File: src/rtl/rr_encoder.sv
// Registered round-robin binary encoder: grants one of 2**BINBUSWIDTH request lines under a valid/ready handshake.
// Define RR_ENCODER_ROUND_ROBIN_EN for rotating priority; otherwise fixed priority (lowest index wins).
module rr_encoder #(
    parameter int BINBUSWIDTH = 5
) (
    input  logic                          clk,
    input  logic                          rst,
    input  logic [(2**BINBUSWIDTH)-1:0]   req,
    input  logic                          out_ready,
    output logic                          out_valid,
    output logic [BINBUSWIDTH-1:0]        outbinbus,
    output logic [(2**BINBUSWIDTH)-1:0]   oneshotbus,
    output logic [(2**BINBUSWIDTH)-1:0]   ack
);

    localparam int N = 2**BINBUSWIDTH;

    typedef enum logic {
        IDLE = 1'b0,
        HOLD = 1'b1
    } state_t;

    state_t                 state_reg, state_next;
    logic [BINBUSWIDTH-1:0] ptr_reg, ptr_next;
    logic [BINBUSWIDTH-1:0] bin_reg, bin_next;
    logic [N-1:0]           onehot_reg, onehot_next;
    logic                   valid_reg, valid_next;

    logic [N-1:0]           masked;
    logic [BINBUSWIDTH-1:0] after_bin;
    logic [BINBUSWIDTH-1:0] sel_start;
    logic [N-1:0]           sel_rot;
    logic [BINBUSWIDTH-1:0] sel_first;
    logic [BINBUSWIDTH-1:0] sel_idx;
    logic [N-1:0]           sel_onehot;

    // The current winner is masked out so a request still high in the ack
    // overlap cycle cannot be granted twice. In IDLE onehot_reg is 0.
    assign masked = req & ~onehot_reg;

`ifdef RR_ENCODER_ROUND_ROBIN_EN
    assign after_bin = bin_reg + 1'b1;
`else
    assign after_bin = '0;
`endif

    assign sel_start = (state_reg == HOLD) ? after_bin : ptr_reg;

    // Rotate the request vector so that sel_start lands on bit 0, then a
    // plain lowest-index priority encoder finds the round-robin winner.
    genvar gi;
    generate
        for (gi = 0; gi < N; gi++) begin : g_sel
            logic [BINBUSWIDTH-1:0] src;
            assign src            = sel_start + BINBUSWIDTH'(gi);
            assign sel_rot[gi]    = masked[src];
            assign sel_onehot[gi] = (sel_idx == BINBUSWIDTH'(gi));
        end
    endgenerate

    always_comb begin
        sel_first = '0;
        for (int i = N - 1; i >= 0; i--) begin
            if (sel_rot[i]) begin
                sel_first = BINBUSWIDTH'(i);
            end
        end
    end

    assign sel_idx = sel_start + sel_first;

    always_comb begin
        state_next  = state_reg;
        ptr_next    = ptr_reg;
        bin_next    = bin_reg;
        onehot_next = onehot_reg;
        valid_next  = valid_reg;
        case (state_reg)
            IDLE: begin
                if (|req) begin
                    state_next  = HOLD;
                    bin_next    = sel_idx;
                    onehot_next = sel_onehot;
                    valid_next  = 1'b1;
                end else begin
                    bin_next    = '0;
                    onehot_next = '0;
                    valid_next  = 1'b0;
                end
            end
            HOLD: begin
                if (out_ready) begin
                    ptr_next = after_bin;
                    if (|masked) begin
                        bin_next    = sel_idx;
                        onehot_next = sel_onehot;
                        valid_next  = 1'b1;
                    end else begin
                        state_next  = IDLE;
                        bin_next    = '0;
                        onehot_next = '0;
                        valid_next  = 1'b0;
                    end
                end
            end
            default: begin
                state_next  = IDLE;
                bin_next    = '0;
                onehot_next = '0;
                valid_next  = 1'b0;
            end
        endcase
    end

    always_ff @(posedge clk) begin
        if (rst) begin
            state_reg  <= IDLE;
            ptr_reg    <= '0;
            bin_reg    <= '0;
            onehot_reg <= '0;
            valid_reg  <= 1'b0;
        end else begin
            state_reg  <= state_next;
            ptr_reg    <= ptr_next;
            bin_reg    <= bin_next;
            onehot_reg <= onehot_next;
            valid_reg  <= valid_next;
        end
    end

    assign out_valid  = valid_reg;
    assign outbinbus  = bin_reg;
    assign oneshotbus = onehot_reg;
    // A grant pending during reset is dropped, so ack must not fire then.
    assign ack = rst ? '0 : (onehot_reg & {N{valid_reg & out_ready}});

endmodule

File: config.mk
export PLATFORM = sky130hd
export DESIGN_NAME = rr_encoder
export DESIGN_NICKNAME = d
export VERILOG_FILES = /design/src/rtl/rr_encoder.sv
export SDC_FILE = /design/constraint.sdc
export NUM_CORES = 1
export LEC_CHECK = 0
export ABC_AREA = 1
export BUFFER_PORTS_ARGS = -buffer_cell sky130_fd_sc_hd__buf_2
export CAP_MARGIN = 20
export CORE_MARGIN = 2
export CORE_UTILIZATION = 49
export CTS_BUF_LIST = sky130_fd_sc_hd__clkbuf_4 sky130_fd_sc_hd__clkbuf_8
export DETAILED_ROUTE_END_ITERATION = 8
export PLACE_DENSITY = 0.92
export SETUP_SLACK_MARGIN = 0.5
export SYNTH_ARGS = -nofsm -noshare
export SYNTH_HDL_FRONTEND = slang
export SYNTH_SLANG_ARGS = --single-unit
File: constraint.sdc
create_clock -name clk -period 2.7 [get_ports clk]
set_clock_uncertainty 0.2 [all_clocks]
set_input_delay 0.405 -clock clk [delete_from_list [all_inputs] [get_ports clk]]
set_output_delay 0.405 -clock clk [all_outputs]
set_load 0.1 [all_outputs]
Word level (Yosys, flattened, before mapping):

Cells that the tools add are included.

* register bits after elaboration: 39
* bits in latches: 0
* bits in writable memories: 0
* memory bits (read-only): 0
* input bits: 35
* output and inout port bits: 70
* logic and storage cells: 91
* memories kept: 0

* $add $sub $neg: 0
* multiply operators: 0
* divide/modulo/power cells: 0
* magnitude comparators: 0
* eq/ne operators: 32
* shift-type cells: 0
* muxes and demuxes: 47
* bitwise gates (word level): 5
* reductions and logical operators: 3

Operator list (number)
* $mux 5: 35
* $mux 32: 4
* $eq 5x5->1 const B: 16
* $and 32x32->32: 2
* $pmux 32 s2: 1
* $reduce_or 32->1: 2
* $eq 5x4->1 const B: 8
* $not 32->32: 1
* $eq 5x3->1 const B: 4
* $eq 5x2->1 const B: 2
* $pmux 5 s2: 1
* $eq 5x1->1 const B: 1
* $logic_not 5->1: 1
* $mux 1: 4
* $pmux 1 s2: 2
* $ne 2x2->1 const B: 1
* $and 1x1->1: 1
* $not 1->1: 1

Longest topological paths before layout:

Gate-level depths: netlist of the first run.

* depth after elaboration: 38
* depth in mapped cells: 35
* depth with buffers taken out: 35

Worst setup path after synthesis of the first run:

Ideal clock, no wire load.

* path kind: register to output
* start point: register valid_reg, in the netlist out_valid
* end point: output port ack[17]
* arrival: 3.486 ns
* required time: 2.095 ns
* setup slack: -1.391 ns
* cell stages (with the launch flop): 4
* path buffers: 1
* path through: dfxtp_1 -> nand2_1 -> clkbuf_1 -> nor3_1

* cells in the longest elaborated chain, start to end: 3

Ends and longest elaborated chain
* from (decl): RTL line 27 `logic valid_reg, valid_next;`
* from (signal assigned): RTL line 127 `valid_reg <= valid_next;`
* $and 1x1->1: RTL line 135 `assign ack = rst ? '0 : (onehot_reg & {N{valid_reg & out_ready}});`
* $and 32x32->32: RTL line 135
* $mux 32: RTL line 135
* to (decl): RTL line 13 `output logic [(2**BINBUSWIDTH)-1:0] ack`

No other way between the ends.

Final worst setup path of the first run:

* start point: register onehot_reg[30], in the netlist oneshotbus[30]
* end point: register onehot_reg[5], in the netlist oneshotbus[5]

* cells in the longest elaborated chain, start to end: 37
* elaborated cells between the ends (all ways): 39
* classes of those cells: eq/ne (1); mux (35); bitwise (2); reduce/logical (1)

Ends and longest elaborated chain
* from (decl): RTL line 26 `logic [N-1:0] onehot_reg, onehot_next;`
* from (signal assigned): RTL line 126 `onehot_reg <= onehot_next;`
* $not 32->32 (*): RTL line 39 `assign masked = req & ~onehot_reg;`
* $and 32x32->32 (*): RTL line 39
* $mux 5 (31 in series): RTL line 64 `if (sel_rot[i]) begin`
* $eq 5x3->1: RTL line 57 `assign sel_onehot[gi] = (sel_idx == BINBUSWIDTH'(gi));`
* $mux 32: RTL line 94 `if (|masked) begin`
* $mux 32: RTL line 92 `if (out_ready) begin`
* $pmux 32 s2 (*): RTL line 78 `case (state_reg)`

Mark *: on every way between the ends. The rest lies on a longest branch, timed or not. The select of a mux whose other input is x is not followed.
A chain may end at the register's enable or synchronous reset.

==> reports/metrics.cfg, run 1 <==
[logic_synthesis]
syn_area_per_cell_um2 = 6.39
seq_area_frac_synth_pct = 32.8
synth_warnings = 0
synth_edf_count = 0
synth-adder-area-share_pct = 0
async_flop_share_pct = 0
synth-compound-area-share_pct = 9.76
synth_seq_cells = 39
synth_ff_type = dfxtp_1
synth_simple_gate_area_share_pct = 47.2
synth_mux_area_share_pct = 0
post_synth_instance_area_um2 = 2380
synth_xor_area_share_pct = 0
postSynthCellCount = 373
synth_top_family_by_area = simple AND/OR/NAND/NOR gates
syn_nets = 408
synth_cell_type_count = 33

[floorplan]
fp.dieH_um = 73.7
die_w_um = 73.7
dieArea_um2 = 5440
num_rows = 25
ios = 105
core_area_um2 = 4690
initial_utilization_pct = 50.8

[global_routing]
grt_start_max_net_pins = 30
grt_overflow_total = 0
grt_pass1_vias = 2738
grt_first_pass_wirelength_um = 13800
track_usage_pct = 34.0
antenna_found_initial = 0

[setup_path]
critPathLaunchType = register
slowest_delay_ps = 360
crit_top_cell = nand2_1
endpoint_kind = register
crit_slowest_cell = dfxtp_4
path_max_fanout = 7
required_ps = 2720
critPathKind = register to register
arrival_ps = 2620

[pwr]
switchingPower_uw = 473
p_sw_share_pct = 35.5
intPower_uw = 861
p_leak_uw = 0.00176
p_comb_share_pct = 25.5
peakVddDrop_mv = 0.250
p_clk_share_pct = 31.6
p_per_area_nw_per_um2 = 363
seqPwrFrac_pct = 42.9

[timing]
worst_slew_margin_rel_pct = 67.5
fin_crit_sh_pct = 96.5
slew_violations = 0
setup_slack_ps = 94.2
post-route-min-period_ps = 2610
finalHoldViolations = 0
rsz0062_at_grt = yes
worst_slew_pin_slew_ps = 486
finalSetupViolCount = 0
timing.fmax_ghz = 0.384
hold-worst-slack_ps = 204

[detailed_routing]
first_pass_iters = 5
drt_iter0_markers = 355
ant_nets = 0
drt-wirelength-per-cell_um = 17.0
viasPerCell = 5.91
vias = 3185
drt-total-wl_um = 9190
drcViolationCount = 0

[final_layout]
nets = 519
mostFrequentLayoutCells = nand2_1, buf_2, inv_1
area_delta_synth_final_pct = 54.1
final_area_um2 = 3670
largest_register_ffs = 32
mostFrequentLayoutCell = nand2_1
drive_gt1_share_pct = 47.4
antenna_cells = 0

[placement]
dpl_worst_slack_ps = -80.7
portBuffers = 104
dp_hpwl_um = 6710
finalWeightedCongestion = 0.964
placedInstanceArea_um2 = 3400

[clock_tree]
htreeDepth = 2
cts_tree = built
cts_root_buf = clkbuf_8
clk_latency_ps = 300
cts_sinks = 39
clk_pin_slew_ps = 80
cts_buffers = 5
clk_path_buf_depth = 2

[outcome]
status = finished clean

[flow_run]
cap_viol_max_count = 0

[worst_hold_path]
min-delay-path-class = primary input to register

==> metal layers <==
| layer | vias up | share of wire [%] | routed length [um] | GRT usage, % |
|---|---|---|---|---|
| li1 | 1474 | - | - | - |
| met1 | 1449 | 39 | 3560 | 43.9 |
| met2 | 236 | 47 | 4340 | 56.3 |
| met3 | 26 | 12 | 1070 | 7.41 |
| met4 | 0 | 2.4 | 220 | 10.9 |
| met5 | - | 0 | 0 | 0 |
==> through the flow <==
step	TNS, ps	cells	utilization, %	power, uW
CTS	0	538	77.2	1320
global placement	0	523	72.5	896
floorplan	0	373	-	836
finish	0	539	78.3	1330
detailed placement	-749	523	72.5	901
global route	-4460	539	78.3	1380
==> power by group through the flow <==
stage / clock (uW) / sequential, uW / combinational, uW
final: 422 / 572 / 340
after global routing: 448 / 573 / 361
after CTS: 422 / 572 / 330
after detailed placement: 0 / 584 / 317
after global placement: 0 / 583 / 313
after floorplan: 0 / 646 / 190
==> final timing paths <==
| path | from | end | slack (ps) | depth (start not counted) |
|---|---|---|---|---|
| setup reg to reg | oneshotbus[30]$_SDFFE_PP0P_ | oneshotbus[5]$_SDFFE_PP0P_ | 90 | 34 |
| hold / removal | rst | state_reg$_SDFF_PP0_ | 200 | 2 |
| hold reg to reg | outbinbus[3]$_SDFFE_PP0P_ | outbinbus[3]$_SDFFE_PP0P_ | 260 | 2 |
| setup / recovery | oneshotbus[30]$_SDFFE_PP0P_ | oneshotbus[5]$_SDFFE_PP0P_ | 90 | 34 |
==> synth_stat cells, types with 3 or more instances <==
cell / n / share of area [%]
clkbuf_1: 10 / 1.6
nand3_1: 11 / 2.3
or2_2: 6 / 1.6
inv_1: 43 / 6.8
dfxtp_1: 39 / 33
buf_2: 3 / 0.63
o22ai_1: 8 / 2.1
nand2_2: 3 / 0.79
o21bai_1: 7 / 2.2
nand4_1: 24 / 6.3
or2_1: 8 / 2.1
nand2_1: 99 / 16
nor4_1: 5 / 1.3
o21ai_1: 8 / 1.7
a21oi_1: 4 / 0.84
nor2_1: 47 / 7.4
nor3_1: 27 / 5.7
==> worst max-delay path, delay by kind of cell, from the launching register on <==
kind / cells / cell delay (ps)
compound gates: 1 / 170
buf+inv: 1 / 40
flops: 1 / 360
simple gates: 32 / 1760
==> logic make-up (layout without fill, tap and decap cells) <==
logic type | Yosys count | after routing
DFF | 39 | 39
and+or+nand+nor | 238 | 240
buffers and inverters | 60 | 170
AOI/OAI and AO/OA | 36 | 36
==> area by class of cell <==
type                    instances  area (um2)
fillers                       335        1020
flip-flops and latches         39         887
multi-input cells             276        1770
well taps                      54        67.6
repair buffers                117         671
clock buffers                   8        91.3
inverters                      45         188
==> timing repair <==
action,CTS,global route
setup buffers,5,1
hold buffers,0,0
cloned,2,0
pin swaps,8,6
gates resized for setup,24,11
setup endpoints to repair,67,37
(Power assumes the default switching activity.)
==> run 2, diff against run 1 <==
Settings changed: ABC_AREA 1 to 0.
==> run 2 against run 1 <==
Sequential share of layout area decreased by 3.1 points. Hold slack got worse by 15 ps. Non-clock buffer count increased by 16. Synthesized area decreased by 0.10%. Via count increased by 9.2%. Synthesized cell count decreased by 18%. Utilization increased by 12 points. Register-to-register slack improved by 120 ps. First-iteration DRC count increased by 33%. Sequential power about the same. Fmax increased by 4.7%. Flip-flop and latch count unchanged. Largest cell class unchanged.
==> reports/metrics.cfg, run 2 <==
[logic_synthesis]
synth-compound-area-share_pct = 18.2  ; +8.5 points
synth_edf_count = 0  ; unchanged
syn_nets = 341  ; -16%
synth_ff_type = dfxtp_1
synth-adder-area-share_pct = 0  ; unchanged
synth_seq_cells = 39  ; unchanged
synth_xor_area_share_pct = 0  ; unchanged
syn_area_per_cell_um2 = 7.78  ; +22%
synth_area_leaders = dfxtp_1, and2_1, nand2_1
synth_cell_type_count = 45  ; +36%
post_synth_instance_area_um2 = 2380  ; -0.10%
seq_area_frac_synth_pct = 32.8  ; +0.034 points
synth_simple_gate_area_share_pct = 45.6  ; -1.6 points
synth_top_family_by_area = simple AND/OR/NAND/NOR gates
synth_warnings = 0  ; unchanged
yosysMostFrequentCell = nand2_1
yosysTopAreaCell = dfxtp_1
synthTopCellsByCount = nand2_1, dfxtp_1, and2_1
synth_top_area_share_pct = 32.8  ; +0.034 points
async_flop_share_pct = 0  ; unchanged
postSynthCellCount = 306  ; -18%
synth_mux_area_share_pct = 1.26  ; +1.3 points

[detailed_routing]
drt-wirelength-per-cell_um = 25.7  ; +51%
first_pass_iters = 8  ; +3
vias = 3478  ; +9.2%
drt-total-wl_um = 12600  ; +37%
viasPerCell = 7.08  ; +20%
drcViolationCount = 0  ; unchanged
drt_iter0_markers = 471  ; +33%
ant_nets = 0  ; unchanged

[setup_path]
crit_start = oneshotbus[11]$_SDFFE_PP0P_
critPathKind = register to register
arrival_ps = 2510  ; -110 ps
required_ps = 2720  ; about the same
ff2ff_path_depth = 7  ; -79%
r2r-start = oneshotbus[11]$_SDFFE_PP0P_
critPathLaunchType = register
r2r_end = oneshotbus[29]$_SDFFE_PP0P_
r2r_slack_ps = 210  ; +120 ps
endpoint_kind = register
path_max_fanout = 6  ; -1

[pwr]
p_per_area_nw_per_um2 = 341  ; -6.2%
peakVddDrop_mv = 0.354  ; +42%
p_leak_uw = 0.00183  ; +4.0%

[global_routing]
grt_overflow_total = 0  ; unchanged
grt_pass1_vias = 3012  ; +10%
track_usage_pct = 39.1  ; +5.1 points
grt_first_pass_wirelength_um = 15700  ; +14%
antenna_found_initial = 0  ; unchanged
grt_start_max_net_pins = 28  ; -6.7%

[timing]
worst_slew_margin_rel_pct = 65.8  ; -1.7 points
post-route-min-period_ps = 2490  ; -116 ps
worst_slew_pin_slew_ps = 511  ; +25.5 ps
timing.fmax_ghz = 0.402  ; +4.7%
slew_violations = 0  ; unchanged
fin_crit_sh_pct = 92.2  ; -4.3 points
rsz0062_at_grt = yes
finalHoldViolations = 0  ; unchanged
finalSetupViolCount = 0  ; unchanged

[floorplan]
fp.dieH_um = 73.7  ; about the same
num_rows = 25  ; unchanged
ios = 105  ; unchanged
die_w_um = 73.7  ; about the same
dieArea_um2 = 5430  ; about the same
core_area_um2 = 4690  ; unchanged
initial_utilization_pct = 50.7  ; -0.053 points

[worst_hold_path]
min_from = rst
hold-path-endpoint = outbinbus[2]$_SDFFE_PP0P_
min_path_cells = 2  ; unchanged
min-delay-path-class = primary input to register

[final_layout]
mostFrequentLayoutCells = buf_2, nand2_1, buf_12
nets = 471  ; -9.2%
area_delta_synth_final_pct = 78.7
mostFrequentLayoutCell = buf_2
drive_gt1_share_pct = 65.2  ; +18 points
final_util_pct = 90.7  ; +12 points
final_area_um2 = 4250  ; +16%
largest_register_ffs = 32  ; unchanged
antenna_cells = 0  ; unchanged

[clock_tree]
clk_pin_slew_ps = 90  ; about the same
cts_buffers = 5  ; unchanged
cts_root_buf = clkbuf_8
clk_path_buf_depth = 2  ; unchanged
cts_sinks = 39  ; unchanged
holdBufCountCts = 0  ; unchanged
cts_tree = built
clk_latency_ps = 310  ; about the same
htreeDepth = 2  ; unchanged

[outcome]
status = finished clean

[placement]
dp_hpwl_um = 6870  ; +2.5%
placedInstanceArea_um2 = 3690  ; +8.6%
finalWeightedCongestion = 1.09  ; +13%
portBuffers = 104  ; unchanged

[flow_run]
cap_viol_max_count = 0  ; unchanged

## run 2: cell count changes in the layout (fill, tap and decap cells not counted), moves of 18 or more
cell	previous run	this run
nand2_1	94	36
inv_1	36	2
buf_12	1	32
and2_2	0	23
nand2b_1	0	18
## run 2: where the power goes
part | switching, uW | internal (uW) | leakage (uW)
Combinational | 278 | 130 | 0.00144
Sequential | 12.0 | 559 | 0.000341
Clock | 229 | 244 | 0.0000549
Total | 518 | 932 | 0.00183
## run 2: stage by stage
stage / hold WS [ps] / worst slack (ps) / setup TNS (ps) / power, uW / cells
global route: 202 / 263 / 0 / 1460 / 491
detailed placement: 244 / -275 / -889 / 876 / 461
finish: 190 / 210 / 0 / 1450 / 491
global placement: 251 / 10.5 / 0 / 867 / 461
floorplan: 295 / 420 / 0 / 786 / 306
CTS: 185 / 460 / 0 / 1340 / 480
## run 2: layout make-up
type                            count  area, um2
Fill cell                         179        438
Timing Repair Buffer              133       1220
Sequential cell                    39        897
Tap cell                           54       67.6
Clock buffer                        8        104
Inverter                            2       7.51
Multi-Input combinational cell    255       1960
## run 2: worst max path at each step
| stage | endpoint | slack [ps] |
|---|---|---|
| after global routing | oneshotbus[29]$_SDFFE_PP0P_ | 260 |
| after global placement | oneshotbus[20]$_SDFFE_PP0P_ | 10 |
| after floorplan | oneshotbus[12]$_SDFFE_PP0P_ | 420 |
| after detailed placement | oneshotbus[20]$_SDFFE_PP0P_ | -280 |
| final | oneshotbus[29]$_SDFFE_PP0P_ | 210 |
| after CTS | oneshotbus[20]$_SDFFE_PP0P_ | 460 |
## run 2: kinds of logic (layout without fill, tap and decap cells)
kind of cell / Yosys count / in the layout
mux: 3 / 3
compound gates: 66 / 66
flops: 39 / 39
simple gates: 186 / 186
buf+inv: 12 / 143
## run 2: critical path, stage by stage, from the launching register on
cell	delay (ps)
dfxtp_4	380
nor2b_2	80
nor4_1	380
nand2_1	150
a31oi_2	460
o21a_4	310
nand4_1	210
o21ai_0	230
## run 2: repair_timing
| action | CTS | global route |
|---|---|---|
| resized for setup | 34 | 50 |
| setup buffers | 11 | 11 |
| pin swaps | 14 | 25 |
| setup endpoints to repair | 34 | 33 |
## run 2: metal layers
| metal | share of wire [%] | wire [um] | vias to the layer above | global-route usage, % |
|---|---|---|---|---|
| met4 | 9.6 | 1210 | 0 | 23.6 |
| met1 | 32 | 4030 | 1575 | 45.2 |
| met2 | 44 | 5600 | 403 | 63.7 |
| met3 | 14 | 1790 | 146 | 11.1 |
| li1 | - | - | 1354 | - |
| met5 | 0 | 0 | - | 0 |
